$ cat src/rtl/rf_port_sched.sv
// Shared rs-port scheduler: arbitrates two writeback requesters into an in-order write queue and
// interleaves queue drains with decode reads on the single register-file rs/write port.
module rf_port_sched #(
  parameter int unsigned COUNT = 3,
  parameter int unsigned DW    = 8,
  parameter int unsigned DEPTH = 2
) (
  input  logic                       clk,
  input  logic                       rst_n,
  input  logic                       rd_valid,
  input  logic [COUNT-2:0]           rd_addr,
  output logic                       rd_ready,
  input  logic                       wa_valid,
  output logic                       wa_ready,
  input  logic [COUNT-2:0]           wa_addr,
  input  logic [DW-1:0]              wa_data,
  input  logic                       wa_cout_en,
  input  logic [DW-1:0]              wa_cout,
  input  logic                       wb_valid,
  output logic                       wb_ready,
  input  logic [COUNT-2:0]           wb_addr,
  input  logic [DW-1:0]              wb_data,
  output logic [COUNT-2:0]           rf_rs,
  output logic                       rf_we,
  output logic [DW-1:0]              rf_wdata,
  output logic                       rf_cout_we,
  output logic [DW-1:0]              rf_cout_data,
  output logic [$clog2(DEPTH+1)-1:0] q_count,
  output logic                       cout_pending
);

  localparam int unsigned AW = COUNT - 1;
  localparam int unsigned CW = $clog2(DEPTH + 1);

  typedef struct packed {
    logic [AW-1:0] addr;
    logic [DW-1:0] data;
    logic          cout_en;
    logic [DW-1:0] cout;
  } entry_t;

  // Entry 0 is always the head; entries [0, r_cnt) are valid.
  entry_t        r_q [DEPTH];
  logic [CW-1:0] r_cnt;
  logic          r_prefer_b;

  entry_t        w_shift [DEPTH];
  entry_t        w_new;
  logic          w_full;
  logic          w_can_push;
  logic          w_grant_a;
  logic          w_grant_b;
  logic          w_push;
  logic          w_hazard;
  logic          w_cout_pend;
  logic          w_drain;
  logic [CW-1:0] w_wr_idx;

  assign w_full     = (r_cnt == CW'(DEPTH));
  // Ready looks only at the registered count, so a full queue refuses even when it pops.
  assign w_can_push = rst_n & ~w_full;
  assign w_grant_a  = w_can_push & wa_valid & (~wb_valid | ~r_prefer_b);
  assign w_grant_b  = w_can_push & wb_valid & (~wa_valid | r_prefer_b);
  assign w_push     = w_grant_a | w_grant_b;

  always_comb begin
    w_new = '0;
    if (w_grant_a) begin
      w_new.addr    = wa_addr;
      w_new.data    = wa_data;
      w_new.cout_en = wa_cout_en;
      w_new.cout    = wa_cout;
    end else begin
      w_new.addr    = wb_addr;
      w_new.data    = wb_data;
    end
  end

  always_comb begin
    w_hazard    = 1'b0;
    w_cout_pend = 1'b0;
    for (int i = 0; i < DEPTH; i++) begin
      if (CW'(i) < r_cnt) begin
        if (r_q[i].addr == rd_addr) w_hazard = 1'b1;
        if (r_q[i].cout_en)         w_cout_pend = 1'b1;
      end
    end
  end

  always_comb begin
    for (int i = 0; i < DEPTH - 1; i++) begin
      w_shift[i] = r_q[i+1];
    end
    w_shift[DEPTH-1] = r_q[DEPTH-1];
  end

  // Reads win the port unless the queue is full or holds a write to the read address.
  assign w_drain  = rst_n & (r_cnt != '0) & (~rd_valid | w_full | w_hazard);
  assign w_wr_idx = r_cnt - CW'(w_drain);

  always_ff @(posedge clk) begin
    if (!rst_n) begin
      r_cnt      <= '0;
      r_prefer_b <= 1'b0;
    end else begin
      for (int i = 0; i < DEPTH; i++) begin
        if (w_push && (CW'(i) == w_wr_idx)) begin
          r_q[i] <= w_new;
        end else if (w_drain) begin
          r_q[i] <= w_shift[i];
        end
      end
      r_cnt <= r_cnt + CW'(w_push) - CW'(w_drain);
      if (w_push) r_prefer_b <= w_grant_a;
    end
  end

  assign wa_ready     = w_grant_a;
  assign wb_ready     = w_grant_b;
  assign rd_ready     = rst_n & rd_valid & ~w_drain;
  assign rf_rs        = w_drain ? r_q[0].addr : rd_addr;
  assign rf_we        = w_drain;
  assign rf_wdata     = r_q[0].data;
  assign rf_cout_we   = w_drain & r_q[0].cout_en;
  assign rf_cout_data = r_q[0].cout;
  assign q_count      = r_cnt;
  assign cout_pending = w_cout_pend;

endmodule

$ cat config.mk
export PLATFORM = sky130hd
export DESIGN_NAME = rf_port_sched
export DESIGN_NICKNAME = d
export VERILOG_FILES = /design/src/rtl/rf_port_sched.sv
export SDC_FILE = /design/constraint.sdc
export NUM_CORES = 1
export LEC_CHECK = 0
export ABC_AREA = 1
export CAP_MARGIN = 20
export CORE_MARGIN = 2
export CORE_UTILIZATION = 51
export CTS_CLUSTER_SIZE = 10
export DETAILED_ROUTE_END_ITERATION = 7
export HOLD_SLACK_MARGIN = 0.06
export PLACE_DENSITY = 0.86
export SLEW_MARGIN = 0
export SYNTH_ARGS = -nofsm -noshare
export SYNTH_HDL_FRONTEND = slang
export SYNTH_SLANG_ARGS = --single-unit
$ cat constraint.sdc
create_clock -name clk -period 7.58 [get_ports clk]
set_input_delay 1.516 -clock clk [delete_from_list [all_inputs] [get_ports clk]]
set_output_delay 1.516 -clock clk [all_outputs]
set_load 0.01 [all_outputs]
# Word level (Yosys, flattened, before mapping)
# Memory sizes are Yosys's and may differ from the RTL's.
# Index checks and enable logic that the tools add are counted.
# totals
output_inout_bits	26
reg_bits	3
ramBits	38
memories	1
elab_cells	65
in_bits	36
# classes
n_mux	26
n_eq_ne	4
addsub	3
bitwise	23
reduce_logical	4
order_cmp	2
# memory_table
name	words	word_bits	rd	rd_clocked_by_memory_dff	wr	line_no	source
r_q	2	19	2	0	2	43	entry_t r_q [DEPTH];
# op_table
op	n
two-way mux 19 bit	2
two-way mux 1 bit	21
bitwise AND 1 bit	10
two-way mux 10 bit	1
two-way mux 9 bit	1
OR 1 bit	7
NOT 1 bit	6
== test 2 bit	2
less-than comparator 1 x 2 -> 1 bit, first input constant	2
subtractor 2 x 1 -> 2 bit	2
adder 2 x 1 -> 2 bit	1
== test 1 x 2 -> 1 bit, first input constant	1
== test 2 bit, second input constant	1
logical AND 1 bit	2
zero test 2 bit	1
two-way mux 2 bit	1
nonzero test 2 bit	1

# Longest topological paths before layout
# logic_depth
depth_word	14
mapped_depth	16
depth_no_buf	14

# Worst setup path after synthesis
# Ideal clock, no wire load.
# synth_path
path_type	input to register
startpoint	input port rd_addr[0]
endpoint	memory r_q[1][0] (netlist bit), enable pin
setup_ps	419
cell_stages	10
t_arrival_ps	3993
slack_ps	3168
path_cell_list	inv_1 -> or2_0 -> nand3_1 -> nand3_2 -> buf_6 -> nand2_4 -> inv_1 -> ha_1 -> xor2_1 -> nor3_1
# synth_lines
element	line_no	source
start, declared	11	input logic [COUNT-2:0] rd_addr,
end, declared	43	

# Final worst setup path
# layout_path
startpoint	input port rst_n
endpoint	output port rf_rs[0]
# layout_between
elab_chain_cells	3
# layout_rtl
element	line_no	source
start, declared	9	input logic rst_n,
bitwise AND 1 bit (2 in series)	98	assign w_drain = rst_n & (r_cnt != '0) & (~rd_valid | w_full | w_hazard);
two-way mux 2 bit	121	assign rf_rs = w_drain ? r_q[0].addr : rd_addr;
end, declared	23	output logic [COUNT-2:0] rf_rs,
# Every way passes these cells.

==> impl_results.md <==
* Vias at 1644
* Synthesis Warnings at 0
* Setup crit start kind: primary input
* CTS Sinks at between 40 and 50
* ANT nets after route at 0
* Register bit total from synthesis at 41
* Initial antenna violation count at 0
* Gr ovfl total at 0
* Peak supply drop at slightly above 0.2 mV
* First-pass DRT Iterations at 4
* Maximum root-to-sink buffer count at 2
* Syn_area_per_cell at 9.193 um^2
* Clk_lat worst skew at around 0.3 ns
* Buffers on Ports at 61
* Pwr Density at about 310 mW/mm^2
* Ports at between 60 and 70
* Mapped Nets at approximately 280
* Chip width at 69.23 um
* # rows at 23
* Count of cell types in the netlist at 28
* CTS tree: built
* Worst path slowest cell: a21oi_2
* Most used cell, CP: clkdlybuf4s50_1
* # H-tree levels at 2
* Top cells by area, synth: edfxtp_1, nand2_1, buf_4
* Crit-path cells: clkdlybuf4s50_1 > inv_1 > a21oi_2 > nand2_4 > o21ai_0 > clkdlybuf4s50_1
* Hold Path Class: reg2reg
* Antenna cells at 0
* Placement Setup Slack at 2.263 ns
* Leakage at approximately 1.2 nW
* CP Data Required Time at between 6 and 7 ns
* Vias/cell at between 4 and 5
* Core area at 0.004058 mm^2
* Wire length per cell at around 13 um
* Crit path kind: in2out
* FF/Latch Area at between 0.001 and 0.0015 mm^2
* Largest net degree at the start of global routing at 22
* Total Routing Usage GR at 19.30%
* Final TNS setup at 0 ns
* Reg-to-Reg Start: q_count[0]
* Worst Path Arrival at 3.81 ns
* Top-area cell type share of the netlist area at between 50% and 60%
* Maximum fanout along the worst path at 21
* Num CTS Buffers at 5
* Routed WL at 4231 um
* Seq/Total Area, Yosys at a little under three fifths
* Crit path time final at 5.323 ns
* Status: complete, no violations
* Fillers at between 300 and 400
* Die area at 0.004792 mm^2
* Layout net count at 318
* F_max at 0.1879 GHz
* Max Cap Viol at 0
* Gp weighted congestion at 0.9019
* Number of global-route vias before repair at around 1600
* DRT iter0 DRCs at about 110
* Slew Limit Headroom at 32.55%
* CP Capture Type: output pin
* Hold Crit Start: r_prefer_b
* Fin worst setup slack at between 2 and 2.5 ns
* Slew Viols, Final at 0
* Ys flop type: edfxtp_1
* Post-synth top cells: nand2_1, edfxtp_1, inv_1, nand4_1, buf_4
* Final hold viol count at 0
* Beginning of the critical path: rst_n
* DRC at 0
* Crit share post-route at roughly 70%
* Post-Synthesis Cells at between 200 and 250
* Least-Margin Pin Slew at between 1 and 1.5 ns
* CP peak stage delay at between 0.7 and 0.8 ns
* Most instantiated library cell after synthesis: nand2_1
* Fin area at 0.002786 mm^2
* RSZ-0062 raised after global routing: no
* Initial core utilization at 53.47%
* Post-CTS Hold Buffers at 0
* Mapped cell area at approximately 0.0022 mm^2
* Hold WS at 0.5015 ns
* Ys async rst share at 0%
* Worst-path clk slew at roughly 0.080 ns
* Layout cells sized above 1 at under 10%
* Dpl hpwl at a little over 3000 um
* CTS resizes at 0
* Skew final at ~0.0042 ns
* Yosys top cell by area: edfxtp_1
* Placed Area at about 0.0027 mm^2
* Die height at just under 70 um
* CTS root buffer: clkbuf_8
* Global-route wire length before repair at ~7300 um
* Post-synth EDFFs at 38
* Setup Buffers After CTS at 0
* Area of the multi-input gates at 695.7 um^2
* Final number of setup-violating endpoints at 0
* Syn-to-layout area delta at 28.43%
layout by cell type (no fill, tap or decap), types with 3 or more instances in the layout:
master           instances
edfxtp_1                38
nand2_1                 87
o21ai_0                  3
clkdlybuf4s50_1         61
inv_1                   24
a21oi_1                  3
nand4_1                 19
nor2_1                  14
clkbuf_8                 5
ha_1                     3
dfxtp_1                  3
per-stage QoR:
step	cells	power (mW)	utilization, %
floorplan	236	0.6039	-
global placement	322	0.6940	65.83
detailed placement	322	0.7061	65.83
CTS	330	0.8808	68.67
global route	330	0.9282	68.67
finish	330	0.8772	68.67
sequential cells by signal, indices dropped and copies added (netlist names):
name	flops
q_count	2
r_prefer_b	1
r_q	38
cell type report:
| class | count | share of cell area [%] |
|---|---|---|
| Sequential cell | 41 | 43.11 |
| Multi-Input combinational cell | 144 | 24.97 |
| Clock buffer | 5 | 2.470 |
| Inverter | 25 | 3.368 |
| Timing Repair Buffer | 62 | 22.18 |
| Tap cell | 50 | 2.245 |
| Clock inverter | 3 | 1.661 |
worst paths after layout:
kind,endpoint,slack [ns],cells past startpoint
worst max-delay path,rf_rs[0],2.26,6
worst min-delay path,r_prefer_b,0.50,2
worst max register to register,r_q[0][6],4.14,9
worst min register to register,r_prefer_b,0.50,2
layer usage:
layer	routed length [um]	vias to the layer above	track usage (%)
met3	297	9	5.814
li1	-	843	-
met2	2142	64	33.65
met5	0	-	0
met4	89	0	7.625
met1	1701	728	22.12
critical path, delay by kind of cell:
family	cells	cell delay (ns)
AOI/OAI and AO/OA	2	0.93
buffers and inverters	3	1.21
and+or+nand+nor	1	0.14
report_power, final:
group	leakage (nW)	total [mW]	switching (mW)	internal (mW)
logic	0.780	0.338	0.195	0.142
clock network	0.0543	0.178	0.0795	0.0985
registers	0.381	0.362	0.0233	0.338
total	1.22	0.877	0.298	0.579
cells by family (layout without fill, tap and decap cells):
kind of cell | after synthesis | after routing | synth area share, %
xor gates and xnor gates | 2 | 2 | 0.8075
buffers and inverters | 51 | 95 | 12.80
DFF | 41 | 41 | 55.36
and+or+nand+nor | 128 | 128 | 26.01
AOI/OAI and AO/OA | 11 | 11 | 3.287
adders and majority gates | 3 | 3 | 1.730
No activity file was read; power rests on OpenSTA's default activity.
